## src/rtl/alarm_pkg.sv

```systemverilog
// Shared types and defaults for the alarm supervisory controller.
package alarm_pkg;

  typedef enum logic [2:0] {
    DISARMED = 3'd0,
    ARMING   = 3'd1,
    ARMED    = 3'd2,
    SIREN    = 3'd3,
    SILENCED = 3'd4
  } alarm_state_t;

  localparam int ARM_DELAY_DEF    = 4;
  localparam int SIREN_CYCLES_DEF = 8;
  localparam int CNT_W_DEF        = 4;

  // Bits needed to hold the larger of two terminal counts.
  function automatic int timer_width(input int a, input int b);
    int m;
    m = (a > b) ? a : b;
    return $clog2(m + 1);
  endfunction

endpackage

```

## src/rtl/alarm_timer.sv

```systemverilog
// Loadable down-counter shared by the ARMING exit delay and the SIREN duration.
module alarm_timer #(
  parameter int W = 4
) (
  input  logic         clk,
  input  logic         reset,
  input  logic         load,
  input  logic [W-1:0] load_val,
  input  logic         en,
  output logic         zero
);

  logic [W-1:0] count;

  // Load has priority over counting; the counter parks at zero.
  always_ff @(posedge clk or negedge reset) begin
    if (!reset) begin
      count <= '0;
    end else if (load) begin
      count <= load_val;
    end else if (en && (count != '0)) begin
      count <= count - 1'b1;
    end
  end

  assign zero = (count == '0);

endmodule

```

## src/rtl/alarm_ctrl.sv

```systemverilog
// Alarm supervisory controller: arm/disarm, timed siren with acknowledge, event count.
// Optional siren strobing is built when ALARM_CTRL_STROBE_EN is defined.
module alarm_ctrl
  import alarm_pkg::*;
#(
  parameter int ARM_DELAY    = ARM_DELAY_DEF,
  parameter int SIREN_CYCLES = SIREN_CYCLES_DEF,
  parameter int CNT_W        = CNT_W_DEF
`ifdef ALARM_CTRL_STROBE_EN
  , parameter int STROBE_HALF = 2
`endif
) (
  input  logic             clk,
  input  logic             reset,
  input  logic             arm,
  input  logic             disarm,
  input  logic             ack,
  input  logic             alarm_bit,
  output logic             det_clear,
  output logic             armed,
  output logic             siren,
  output logic             pending,
  output logic [CNT_W-1:0] event_count,
  output alarm_state_t     state_dbg
);

  localparam int TW = timer_width(ARM_DELAY, SIREN_CYCLES);
  localparam logic [TW-1:0] ARM_VAL   = TW'(ARM_DELAY - 1);
  localparam logic [TW-1:0] SIREN_VAL = TW'(SIREN_CYCLES - 1);

  alarm_state_t    state, next_state;
  logic            tmr_load, tmr_en, tmr_zero;
  logic [TW-1:0]   tmr_val;
  logic            cnt_inc;
  logic            siren_load;

  alarm_timer #(.W(TW)) u_timer (
    .clk      (clk),
    .reset    (reset),
    .load     (tmr_load),
    .load_val (tmr_val),
    .en       (tmr_en),
    .zero     (tmr_zero)
  );

  always_ff @(posedge clk or negedge reset) begin
    if (!reset) begin
      state <= DISARMED;
    end else begin
      state <= next_state;
    end
  end

  // Priority inside each state: disarm > ack > alarm_bit > timer expiry.
  always_comb begin
    next_state = state;
    tmr_load   = 1'b0;
    tmr_val    = '0;
    tmr_en     = 1'b0;
    cnt_inc    = 1'b0;
    case (state)
      DISARMED: begin
        if (!disarm && arm) begin
          next_state = ARMING;
          tmr_load   = 1'b1;
          tmr_val    = ARM_VAL;
        end
      end
      ARMING: begin
        if (disarm)        next_state = DISARMED;
        else if (tmr_zero) next_state = ARMED;
        else               tmr_en     = 1'b1;
      end
      ARMED: begin
        if (disarm) begin
          next_state = DISARMED;
        end else if (alarm_bit) begin
          next_state = SIREN;
          tmr_load   = 1'b1;
          tmr_val    = SIREN_VAL;
          cnt_inc    = 1'b1;
        end
      end
      SIREN: begin
        if (disarm) begin
          next_state = DISARMED;
        end else if (ack) begin
          next_state = ARMED;
        end else if (alarm_bit) begin
          tmr_load   = 1'b1;
          tmr_val    = SIREN_VAL;
          cnt_inc    = 1'b1;
        end else if (tmr_zero) begin
          next_state = SILENCED;
        end else begin
          tmr_en     = 1'b1;
        end
      end
      SILENCED: begin
        if (disarm) begin
          next_state = DISARMED;
        end else if (ack) begin
          next_state = ARMED;
        end else if (alarm_bit) begin
          next_state = SIREN;
          tmr_load   = 1'b1;
          tmr_val    = SIREN_VAL;
          cnt_inc    = 1'b1;
        end
      end
      default: next_state = DISARMED;
    endcase
  end

  // Entry into SIREN and retriggers both reload the timer.
  assign siren_load = tmr_load && (next_state == SIREN);

  always_ff @(posedge clk or negedge reset) begin
    if (!reset) begin
      event_count <= '0;
    end else if (cnt_inc && (event_count != {CNT_W{1'b1}})) begin
      event_count <= event_count + 1'b1;
    end
  end

`ifdef ALARM_CTRL_STROBE_EN
  localparam int PW = timer_width(STROBE_HALF, 1);

  logic [PW-1:0] strobe_ph;
  logic          strobe;

  always_ff @(posedge clk or negedge reset) begin
    if (!reset) begin
      strobe    <= 1'b0;
      strobe_ph <= '0;
    end else if (siren_load) begin
      strobe    <= 1'b1;
      strobe_ph <= '0;
    end else if ((state == SIREN) && (next_state == SIREN)) begin
      if (strobe_ph == PW'(STROBE_HALF - 1)) begin
        strobe    <= ~strobe;
        strobe_ph <= '0;
      end else begin
        strobe_ph <= strobe_ph + 1'b1;
      end
    end else begin
      strobe    <= 1'b0;
      strobe_ph <= '0;
    end
  end

  assign siren = (state == SIREN) && strobe;
`else
  assign siren = (state == SIREN);
`endif

  assign det_clear = (state == DISARMED) || (state == ARMING);
  assign armed     = (state == ARMED) || (state == SIREN) || (state == SILENCED);
  assign pending   = (state == SIREN) || (state == SILENCED);
  assign state_dbg = state;

endmodule

```

## config.mk

```make
export PLATFORM = sky130hd
export DESIGN_NAME = alarm_ctrl
export DESIGN_NICKNAME = d
export VERILOG_FILES = /design/src/rtl/alarm_pkg.sv /design/src/rtl/alarm_timer.sv /design/src/rtl/alarm_ctrl.sv
export SDC_FILE = /design/constraint.sdc
export NUM_CORES = 1
export LEC_CHECK = 0
export ABC_AREA = 1
export BUFFER_PORTS_ARGS = -buffer_cell sky130_fd_sc_hd__clkbuf_2
export CORE_MARGIN = 10
export CORE_UTILIZATION = 45
export DETAILED_ROUTE_END_ITERATION = 12
export PLACE_DENSITY = 0.68
export SYNTH_ARGS = -nofsm -noshare
export SYNTH_HDL_FRONTEND = slang
export SYNTH_SLANG_ARGS = --single-unit
```

## constraint.sdc

```tcl
create_clock -name clk -period 2.4 [get_ports clk]
set_input_delay 0.24 -clock clk [delete_from_list [all_inputs] [get_ports clk]]
set_output_delay 0.24 -clock clk [all_outputs]
set_load 0.02 [all_outputs]
```

---- Word-level counts from Yosys, hierarchy flattened ----
Cells that the tools add are included.
operators by class
  add/subtract/negate cells ............... 2
  reduce and logical (&&, ||, !) cells .... 14
  mux-type cells .......................... 33
  equal/unequal tests ..................... 9
operators by type and width
  operator                                                number
  2-to-1 mux 3 bit                                        13
  2-to-1 mux 4 bit                                        4
  case mux 3 bit (5 select lines)                         1
  case mux 4 bit (3 select lines)                         1
  2-to-1 mux 1 bit                                        10
  inequality test 4 bit (second input constant)           2
  equality test 3 x 2 -> 1 bit (second input constant)    2
  adder 4 x 1 -> 4 bit (second input constant)            1
  zero test 4 bit                                         1
  logical OR 1 bit                                        4
  inequality test 4 x 3 -> 1 bit (second input constant)  1
  case mux 1 bit (2 select lines)                         2
  AND reduction 4 bit                                     1
  nonzero test 4 bit                                      1
  subtractor 4 x 1 -> 4 bit (second input constant)       1
  equality test 3 x 1 -> 1 bit (second input constant)    1
  equality test 3 bit (second input constant)             1
  logical AND 1 bit                                       3
  zero test 3 bit                                         1
  inequality test 3 bit (second input constant)           1
  case mux 1 bit (3 select lines)                         1
  2-to-1 mux 2 bit                                        1
  inequality test 2 bit (second input constant)           1
  nonzero test 2 bit                                      1
  other kinds (2)                                         2
storage, ports and cells
  flip-flop bits (word level) ............. 11
  word-level logic and storage cells ...... 61
  output and inout bits ................... 11
  input port bits ......................... 6

---- Longest topological paths before layout ----
Gate-level depths: netlist of the first run.
  depth in word-level cells ............... 9
  gate-level depth with buffers ........... 8
  gate-level depth less buffers ........... 8

---- Hierarchy ----
A second synthesis of the first run with hierarchy kept.
unflattened totals
  cells, all modules ...................... 130
  area total of the unflattened synthesis .. 902.1 µm²
by module, submodules not included
  module       cells an instance  area an instance (µm²)  times used  seq. area each (µm²)
  alarm_ctrl   84                 606.8                   1           175.2
  alarm_timer  46                 295.3                   1           100.1

---- Worst setup path after synthesis of the first run ----
OpenSTA, ideal clock, no wires.
  kind .................................... register to register
  from .................................... reg state[1] (netlist: state_dbg[1])
  to ...................................... reg event_count[0]
  required time ........................... 2277 ps
  stages on the path, launching flop included .. 8
  period minus slack after synthesis ...... 1404 ps
  setup time .............................. 123 ps
  path slack .............................. 996 ps
  path buffers ............................ 0
  data arrival time ....................... 1280 ps
  cell sequence ........................... dfrtp_1 -> nor2_2 -> nand2_2 -> nand2_4 -> nand2_4 -> nand2_4 -> nand2_4 -> xor2_1
between the ends
  word-level cells in the longest chain between the ends .. 4
  elaborated cells between the ends (all ways) .. 6
  those cells by class .................... eq/ne (3); mux (1); reduce/logical (2)
RTL lines
  item                                                                 line               source
  start: declaration                                                   alarm_ctrl.sv:31   alarm_state_t state, next_state;
  start signal: assignment                                             alarm_ctrl.sv:50   state <= next_state;
  equality test 3 x 2 -> 1 bit or equality test 3 bit (tied branches)  alarm_ctrl.sv:61   case (state)
  OR reduction 2 bit (no source line)                                  --
  case mux 1 bit (2 select lines) *                                    alarm_ctrl.sv:61
  logical AND 1 bit *                                                  alarm_ctrl.sv:121  end else if (cnt_inc && (event_count != {CNT_W{1'b1}})) begin
  end signal: assignment                                               alarm_ctrl.sv:122  event_count <= event_count + 1'b1;
  end: declaration                                                     alarm_ctrl.sv:23   output logic [CNT_W-1:0] event_count,
Every way passes the cells marked *; elsewhere a longest branch is shown, timed or not.
A chain may end at the register's enable or synchronous reset.

---- Worst setup path in the final report of the first run ----
  from .................................... reg state[1] (netlist: state_dbg[1])
  to ...................................... out pending
between the ends
  word-level cells in the longest chain between the ends .. 2
  elaborated cells between the ends (all ways) .. 3
  those cells by class .................... eq/ne (2); reduce/logical (1)
RTL lines
  item                                                                 line               source
  equality test 3 x 2 -> 1 bit or equality test 3 bit (tied branches)  alarm_ctrl.sv:159  assign pending = (state == SIREN) || (state == SILENCED);
  logical OR 1 bit *                                                   alarm_ctrl.sv:159
  end: declaration                                                     alarm_ctrl.sv:22   output logic pending,
Marked as above.

==> results of run 1 <==
-- state kept, by name (all words and copies together) (netlist names) --
name	flops
event_count	4
u_timer.count	4
state_dbg	3
-- timing repair --
action / in CTS / in global routing
setup endpoints to repair: 0 / 0
hold endpoints to repair: 11 / 0
hold buffers: 1 / 0
-- cells in the final DEF (no fill, tap or decap), types with 3 or more instances in the layout --
cell type  Yosys  layout
nand2_1       29      29
clkbuf_2       0      16
nor2_1        11      11
dfrtp_1       11      11
inv_1          9       9
nand3_1        8       8
nand2_4        5       5
a21oi_1        3       3
xnor2_1        3       3
nand4_1        3       3
clkbuf_4       0       3
-- power by group through the flow --
stage | combinational [uW] | clock, uW | sequential [uW]
CTS | 451 | 132 | 320
global route | 513 | 139 | 333
floorplan | 295 | 0 | 355
detailed placement | 448 | 0 | 324
global placement | 445 | 0 | 321
finish | 442 | 130 | 321
-- metrics by stage --
stage	power, uW	setup WS [ns]	instance area (sq um)	utilization, %
after detailed placement	772	0.991	857	55.6
after CTS	904	0.786	893	58.0
after global placement	766	1.00	857	55.6
after global routing	985	0.714	893	58.0
after floorplan	650	0.996	757	-
final	893	0.805	893	58.0
-- cells by family (layout without fill, tap and decap cells) --
logic type                 count (synthesis)  after routing  share of synthesized area (%)
AOI/OAI and AO/OA                          7              7                           5.45
xor gates and xnor gates                   5              5                           5.79
adders and majority gates                  2              2                           3.31
buffers and inverters                     11             32                           5.45
DFF                                       11             11                           36.4
and+or+nand+nor                           64             64                           43.6
-- layer usage --
metal / up-vias / track usage [%] / part of all wire (%)
li1: 362 / - / -
met1: 296 / 11.4 / 46
met2: 19 / 14.7 / 42
met3: 7 / 3.09 / 7.8
met4: 0 / 6.58 / 3.5
met5: - / 0 / 0
-- final timing paths --
| kind | to | slack (ns) | cells after the start |
|---|---|---|---|
| max | pending | 0.81 | 4 |
| min | state_dbg[1]$_DFFE_PN0P_ | 0.31 | 3 |
| max reg2reg | event_count[0]$_DFFE_PN0P_ | 0.99 | 7 |
| min reg2reg | u_timer.count[0]$_DFFE_PN0P_ | 0.48 | 2 |
| max in group asynchronous | state_dbg[1]$_DFFE_PN0P_ | 1.82 | 2 |
| min in group asynchronous | event_count[3]$_DFFE_PN0P_ | 0.37 | 2 |
-- critical path, stage by stage, from the launching register on --
cell and delay (ns):
dfrtp_1 0.46, nor2_2 0.24, nand2_2 0.12, nand2_4 0.09
clkbuf_2 0.17
-- area by class of cell --
cell class,instances,share of cell area [%]
clock buffer,4,2.94
inverter,11,4.62
multi-input combinational,78,49.3
sequential,11,30.8
tap,16,2.24
timing repair buffer,17,10.1
==> reports/results.ini, run 1 <==
[timing]
fmax_mhz=627
fin_setup_tns_ns=0
report.final.hold_viol_count=0
finalSetupViolCount=0
fin_crit_ns=1.59
tightest_slew_ns=0.270
drv_slew=0
hold_ws_ns=0.309
fin_crit_sh_pct=66.5
slew_headroom_pct=82.0
rsz0062_at_grt=no
clock_skew_ns=0.00308

[logic_synthesis]
synth_common_cells=nand2_1, dfrtp_1, nor2_1
yosysMostFrequentCell=nand2_1
ys_seq_area_share_pct=36.4
synth.avg_cell_area_sq_um=7.57
synthTopCellsByArea=dfrtp_1, nand2_1, nand2_4
synth_edf_count=0
syn-num-nets=108
ys_warn_count=0
async_flop_share_pct=100
synth_top_area_share_pct=36.4
synth_flop_cell=dfrtp_1
yosysTopAreaCell=dfrtp_1
ys_seq_elements=11
netlist_instances=100
synthDistinctLibCells=21
netlist_area_sq_um=757

[global_routing]
grt_usage_pct=9.70
grt_pass1_vias=634
antenna_found_initial=0
overflow=0
grt_pass1_wl_um=2750
grt_max_degree=12

[power_and_ir_drop]
swShare_pct=46.5
leakage_uw=0.000519
pwr_density_cell_nw_per_um2=999
p_comb_share_pct=49.5
peakVddDrop_mv=0.538
p_int_uw=478
p_seq_share_pct=35.9
p_sw_uw=415
p_clk_share_pct=14.6

[floorplanning]
dieArea_sq_um=3720
dieWidth_um=61.0
initial_core_util_pct=49.1
rows=14
ioPinCount=17
die_h_um=61.0
design.core.area_sq_um=1540

[critical_path]
crit_fanout=7
end_kind=output port
crit_path_start=state_dbg[1]$_DFFE_PN0P_
arrival_ns=1.35
start_kind=register
reg2reg_from=state_dbg[2]$_DFFE_PN0P_
crit_type=register to output port
cp_data_required_time_ns=2.16

[hold_path]
hp-class=input port to register
worstHoldStart=alarm_bit

[route]
drt-initial-drc-count=10
dr.pass1.iters=4
vias_per_cell=4.99
totalWireLength_um=1650
vias=684
drc=0
postRouteAntennaNets=0
wl_per_cell_um=12.0

[placement]
globalplace.congestion=0.855
portBuffers=16
dp.cells=132
dp_hpwl_um=1340

[clocking]
numClockSinks=11
cts_max_level=1
cts_resized=0
cts_buffers=3
cts_tree=yes
post_cts_buffers=0
cts.clk_slew.worst_paths_ns=0.07
cts-root-buf=clkbuf_4
clockBufferDepth=2
clock_latency_ns=0.27

[layout]
antenna_cells=0
final-seq-area_sq_um=275
syn_to_final_growth_pct=18.0
drive_gt1_share_pct=28.1
n_fill_cell=159
layout.nets=130
instances_no_fill=137
multi_input_area_sq_um=440

[status]
outcome=finished clean

[job]
timing.max_cap.violations=0

No activity file was read; power rests on OpenSTA's default activity.
==> inputs of run 2 (changes only) <==
- ABC_AREA: 1 -> 0
- PLACE_DENSITY: 0.68 -> 0.71
- clock period: 2.4 -> 1.3 ns (I/O delays scaled with it)
==> reports/results.ini, run 2 <==
[timing]
fmax_mhz=574
worst_slack_ns=-0.443  ; was 0.805 ns
report.final.hold_viol_count=0  ; unchanged
drv_slew=0  ; unchanged
rsz0062_at_grt=yes  ; was no
hold_ws_ns=0.247  ; was 0.309 ns
tightest_slew_ns=0.349  ; was 0.270 ns
fin_crit_ns=1.74
finalSetupViolCount=15  ; was 0
fin_crit_sh_pct=134
slew_headroom_pct=76.7  ; was 82.0%
clock_skew_ns=0.00604  ; was 0.00308 ns

[global_routing]
antenna_found_initial=0  ; unchanged
grt_pass1_wl_um=4090  ; was 2750 um
grt_usage_pct=14.8  ; was 9.70%
grt_max_degree=12  ; unchanged
overflow=0  ; unchanged
grt_pass1_vias=848  ; was 634

[critical_path]
worst_path_dominant_cell_family=simple AND/OR/NAND/NOR gates  ; was flip-flops
crit_end=pending  ; unchanged
start_kind=register  ; unchanged
arrival_ns=1.61  ; was 1.35 ns
rr_endpoint=u_timer.count[3]$_DFFE_PN0P_  ; was event_count[0]$_DFFE_PN0P_
slowest_stage=dfrtp_1  ; unchanged
reg2reg_from=u_timer.count[1]$_DFFE_PN0P_  ; was state_dbg[2]$_DFFE_PN0P_
crit_buf_inv=2  ; was 1
crit_type=register to output port  ; unchanged
crit_fanout=4  ; was 7
crit_path_start=state_dbg[1]$_DFFE_PN0P_  ; unchanged
crit_path_max_incr_delay_ns=0.42  ; was 0.46 ns
ff2ff_setup_slack_ns=-0.40  ; was 0.99 ns
worstRegToRegCells=7  ; unchanged
cp_data_required_time_ns=1.17  ; was 2.16 ns
cp_cell_sequence=buf_6, and2b_2, and2_4, or2b_1, clkbuf_8  ; was nor2_2, nand2_2, nand2_4, clkbuf_2
end_kind=output port  ; unchanged
crit_cells=5  ; was 4

[logic_synthesis]
synthDistinctLibCells=40  ; was 21
netlist_instances=82  ; was 100
synthAdderAreaFrac_pct=3.26  ; was 3.31%
yosysTopAreaCell=dfrtp_1  ; unchanged
netlist_area_sq_um=768  ; was 757 sq um
synth_edf_count=0  ; unchanged
synth_top_family_by_area=simple AND/OR/NAND/NOR gates  ; unchanged
syn-num-nets=90  ; was 108
ys_seq_area_share_pct=35.8  ; was 36.4%
synthTopCellsByArea=dfrtp_1, nand2b_1, a311oi_4  ; was dfrtp_1, nand2_1, nand2_4
yosys.area_share.simple_pct=27.0  ; was 43.6%
yosysMostFrequentCell=dfrtp_1  ; was nand2_1
muxShareOfSynthArea_pct=3.42  ; was 0%
synth_xor_area_share_pct=3.42  ; was 5.79%
synth_flop_cell=dfrtp_1  ; unchanged
synth_compound_area_share_pct=22.6  ; was 5.45%
synth_top_area_share_pct=35.8  ; was 36.4%
ys_warn_count=0  ; unchanged
synth.avg_cell_area_sq_um=9.37  ; was 7.57 sq um
synth_common_cells=dfrtp_1, nand2_1, nand2b_1, nor2_1, nor3_1  ; was nand2_1, dfrtp_1, nor2_1
async_flop_share_pct=100  ; unchanged
ys_seq_elements=11  ; unchanged

[floorplanning]
dieWidth_um=61.3  ; was 61.0 um
ioPinCount=17  ; unchanged
design.core.area_sq_um=1560  ; was 1540 sq um
initial_core_util_pct=49.3  ; was 49.1%
die_h_um=61.3  ; was 61.0 um
dieArea_sq_um=3760  ; was 3720 sq um
rows=14  ; unchanged

[route]
postRouteAntennaNets=0  ; unchanged
drc=0  ; unchanged
dr.pass1.iters=4  ; unchanged
vias_per_cell=6.07  ; was 4.99
totalWireLength_um=2990  ; was 1650 um
vias=904  ; was 684
drt-initial-drc-count=54  ; was 10
wl_per_cell_um=20.1  ; was 12.0 um

[layout]
final_common_cell=buf_4  ; was nand2_1
antenna_cells=0  ; unchanged
fin_area_sq_um=1370  ; was 893 sq um
layout.nets=142  ; was 130
mostFrequentLayoutCells=buf_4, clkbuf_2, dfrtp_1  ; was nand2_1, clkbuf_2, nor2_1, dfrtp_1, inv_1
syn_to_final_growth_pct=78.0  ; was 18.0%
drive_gt1_share_pct=63.2  ; was 28.1%

[status]
violations=negative setup slack
outcome=complete, but fails checks  ; was finished clean

[clocking]
cts_buffers=3  ; unchanged
cts.clk_slew.worst_paths_ns=0.08  ; was 0.07 ns
clock_latency_ns=0.28  ; was 0.27 ns
cts_tree=yes  ; unchanged
numClockSinks=11  ; unchanged
cts-root-buf=clkbuf_4  ; unchanged
cts_max_level=1  ; unchanged
clockBufferDepth=2  ; unchanged

[placement]
placed_area_sq_um=1040  ; was 857 sq um
dp_hpwl_um=1620  ; was 1340 um
portBuffers=16  ; unchanged
globalplace.congestion=0.788  ; was 0.855
dpl_worst_slack_ns=-0.399  ; was 0.991 ns

[power_and_ir_drop]
leakage_uw=0.000637  ; was 0.000519 uW
pwr_density_cell_nw_per_um2=1990  ; was 999 nW/um^2
peakVddDrop_mv=1.58  ; was 0.538 mV

[job]
timing.max_cap.violations=0  ; unchanged

[hold_path]
hp-class=input port to asynchronous set/reset pin  ; was input port to register

[run 2: changes by cell type in the layout (fill, tap and decap cells not counted), sizes merged, moves of 3 or more]
cell    before  now
buf          0   37
nand2       35    7
nand3       10    1
nor2        14    5
inv         11    3
nand2b       0    5
clkbuf      20   17
nand4        3    0
nor3         2    5
[run 2: how the worst min path moves through the flow]
| stage | cells past startpoint | from | end | slack [ns] |
|---|---|---|---|---|
| 2_1_floorplan | 0 | reset | event_count[0]$_DFFE_PN0P_ | -0.17 |
| 3_3_place_gp | 1 | reset | event_count[0]$_DFFE_PN0P_ | 0.02 |
| 3_5_place_dp | 1 | reset | u_timer.count[1]$_DFFE_PN0P_ | 0.03 |
| 4_1_cts | 2 | reset | u_timer.count[1]$_DFFE_PN0P_ | 0.27 |
| 5_1_grt | 2 | reset | u_timer.count[1]$_DFFE_PN0P_ | 0.30 |
| 6_report | 2 | reset | event_count[0]$_DFFE_PN0P_ | 0.25 |
[run 2: metal layers]
layer	routed length (um)	part of all wire [%]	global-route usage, %
met5	0	0	0
met4	137	4.6	4.56
met3	244	8.2	3.70
met2	1480	49	25.1
met1	1130	38	17.7
[run 2: area by class of cell]
type,count,area [sq um]
Tap cell,16,20.0
Multi-Input combinational cell,64,606
Inverter,3,11.3
Fill cell,87,191
Sequential cell,11,278
Timing Repair Buffer,51,427
Clock buffer,4,26.3
[run 2: timing repair]
action / 4_1_cts / 5_1_grt
endpoints found under the setup margin: 14 / 15
setup buffers: 8 / 7
endpoints found under the hold margin: 11 / 0
hold buffers: 1 / 0
pin swaps: 8 / 12
gates resized for setup: 28 / 18
gates cloned: 0 / 0
[run 2: kinds of logic (layout without fill, tap and decap cells)]
kind of cell             after synthesis  after routing
AO/OA/AOI/OAI                         21             21
XOR/XNOR                               3              3
adder cells (fa/ha/maj)                2              2
buffers and inverters                  7             58
flip-flops                            11             11
multiplexers                           2              2
AND/OR/NAND/NOR                       36             36
[run 2: where the power goes]
part / leakage, uW / internal [uW] / total (uW) / switching (uW)
clock network: 0.0000150 / 119 / 253 / 134
registers: 0.000136 / 465 / 580 / 115
logic: 0.000486 / 974 / 1890 / 916
total: 0.000637 / 1560 / 2720 / 1160
[run 2: worst reg2reg max path, delay by kind of cell (launching register included)]
kind,cells,cell delay [ns]
AOI/OAI and AO/OA,1,0.16
DFF,1,0.39
adders and majority gates,1,0.16
and+or+nand+nor,3,0.75
buffers and inverters,2,0.17
[run 2: stage by stage]
| stage | TNS [ns] | utilization (%) | cells | power, uW |
|---|---|---|---|---|
| global route | -5.31 | 87.7 | 149 | 2850 |
| global placement | -1.94 | 66.7 | 131 | 1800 |
| floorplan | -2.92 | - | 82 | 1360 |
| CTS | -3.75 | 81.2 | 144 | 2430 |
| finish | -4.71 | 87.7 | 149 | 2720 |
| detailed placement | -2.52 | 66.7 | 131 | 1840 |
==> inputs of run 3 (changes only) <==
- CTS_BUF_LIST: unset -> sky130_fd_sc_hd__clkbuf_4
==> reports/results.ini, run 3 (same netlist as run 2, synthesis figures left out) <==
[timing]
clock_skew_ns=0.00203  ; was 0.00604 ns
fmax_mhz=582  ; was 574 MHz
rsz0062_at_grt=yes  ; unchanged
tightest_slew_ns=0.347  ; was 0.349 ns
fin_setup_tns_ns=-4.69  ; was -4.71 ns
slew_headroom_pct=76.8  ; was 76.7%
fin_crit_ns=1.72  ; was 1.74 ns
fin_crit_sh_pct=132  ; was 134%
drv_slew=0  ; unchanged
worst_slack_ns=-0.417  ; was -0.443 ns
report.final.hold_viol_count=0  ; unchanged
hold_ws_ns=0.260  ; was 0.247 ns
finalSetupViolCount=15  ; unchanged

[clocking]
numClockSinks=11  ; unchanged
cts_max_level=1  ; unchanged
cts-root-buf=clkbuf_4  ; unchanged
cts_tree=yes  ; unchanged
clockBufferDepth=2  ; unchanged
cts_buffers=3  ; unchanged
cts.clk_slew.worst_paths_ns=0.08  ; about the same
clock_latency_ns=0.27  ; was 0.28 ns

[layout]
mostFrequentLayoutCells=buf_4, clkbuf_2, dfrtp_1  ; unchanged
final_util_pct=88.0  ; was 87.7%
final_common_cell=buf_4  ; unchanged
antenna_cells=0  ; unchanged
instances_no_fill=149  ; unchanged
layout.nets=142  ; unchanged
drive_gt1_share_pct=63.9  ; was 63.2%
syn_to_final_growth_pct=78.5  ; was 78.0%

[placement]
dpl_worst_slack_ns=-0.399  ; unchanged
globalplace.congestion=0.788  ; unchanged
dp.cells=131  ; unchanged
portBuffers=16  ; unchanged
dp_hpwl_um=1620  ; unchanged

[route]
postRouteAntennaNets=0  ; unchanged
totalWireLength_um=3070  ; was 2990 um
drt-initial-drc-count=41  ; was 54
wl_per_cell_um=20.6  ; was 20.1 um
dr.pass1.iters=4  ; unchanged
vias_per_cell=5.93  ; was 6.07
drc=0  ; unchanged
vias=883  ; was 904

[critical_path]
end_kind=output port  ; unchanged
worst_path_dominant_cell_family=simple AND/OR/NAND/NOR gates  ; unchanged
crit_path_max_incr_delay_ns=0.41  ; was 0.42 ns
crit_buf_inv=2  ; unchanged
cp_data_required_time_ns=1.17  ; about the same
crit_fanout=4  ; unchanged
cp_cell_sequence=buf_6, and2b_2, and2_4, or2b_1, clkbuf_8  ; unchanged
crit_type=register to output port  ; unchanged
slowest_stage=dfrtp_1  ; unchanged
ff2ff_setup_slack_ns=-0.42  ; was -0.40 ns
arrival_ns=1.59  ; was 1.61 ns
start_kind=register  ; unchanged

[floorplanning]
die_h_um=61.3  ; unchanged
ioPinCount=17  ; unchanged
initial_core_util_pct=49.3  ; unchanged
dieWidth_um=61.3  ; unchanged
dieArea_sq_um=3760  ; unchanged
rows=14  ; unchanged
design.core.area_sq_um=1560  ; unchanged

[global_routing]
grt_pass1_vias=855  ; was 848
antenna_found_initial=0  ; unchanged
overflow=0  ; unchanged
grt_pass1_wl_um=4110  ; was 4090 um
grt_max_degree=12  ; unchanged
grt_usage_pct=14.8  ; about the same

[power_and_ir_drop]
peakVddDrop_mv=1.66  ; was 1.58 mV
pwr_density_cell_nw_per_um2=2010  ; was 1990 nW/um^2
leakage_uw=0.000641  ; was 0.000637 uW

[job]
timing.max_cap.violations=0  ; unchanged

[hold_path]
hp-class=input port to asynchronous set/reset pin  ; unchanged

[status]
violations=negative setup slack  ; unchanged
outcome=complete, but fails checks  ; unchanged

run 3: cell types whose count changed in the layout (fill, tap and decap cells not counted):
cell | previous run | this run
clkbuf_1 | 1 | 0
clkbuf_4 | 3 | 4
run 3: path summary, 6_finish.rpt:
path,start,endpoint,cells after the start
hold reg to reg,event_count[0]$_DFFE_PN0P_,event_count[0]$_DFFE_PN0P_,2
min in group clk,ack,state_dbg[2]$_DFFE_PN0P_,4
setup / recovery,state_dbg[1]$_DFFE_PN0P_,pending,5
hold / removal,reset,u_timer.count[1]$_DFFE_PN0P_,2
setup reg to reg,state_dbg[0]$_DFFE_PN0P_,event_count[1]$_DFFE_PN0P_,4
max in group asynchronous,reset,state_dbg[2]$_DFFE_PN0P_,2
run 3: per-layer routing:
layer / GRT usage, % / vias to the layer above / routed length [um]
li1: - / 403 / -
met1: 17.6 / 437 / 1240
met2: 25.4 / 35 / 1600
met3: 3.70 / 8 / 159
met4: 4.56 / 0 / 65
met5: 0 / - / 0
run 3: layout make-up:
cell class	count	area (sq um)
inverters	3	11.3
repair buffers	51	427
clock buffers	4	30.0
multi-input cells	64	606
flip-flops and latches	11	278
well taps	16	20.0
fillers	81	188
run 3: repair_timing:
| action | in CTS | in global routing |
|---|---|---|
| setup endpoints to repair | 14 | 15 |
| pin swaps | 8 | 12 |
| setup buffers | 8 | 7 |
| gates resized for setup | 28 | 18 |
| hold buffers | 1 | 0 |
| endpoints found under the hold margin | 11 | 0 |
run 3: stage by stage:
step                      area, sq um  power [uW]
after floorplan                   810        1360
after global placement           1040        1800
after detailed placement         1040        1840
after CTS                        1270        2450
after global routing             1370        2890
final                            1370        2750
run 3: power by group:
| group | total [uW] | switching, uW | internal [uW] |
|---|---|---|---|
| registers | 581 | 116 | 465 |
| logic | 1900 | 926 | 973 |
| clock network | 271 | 131 | 140 |
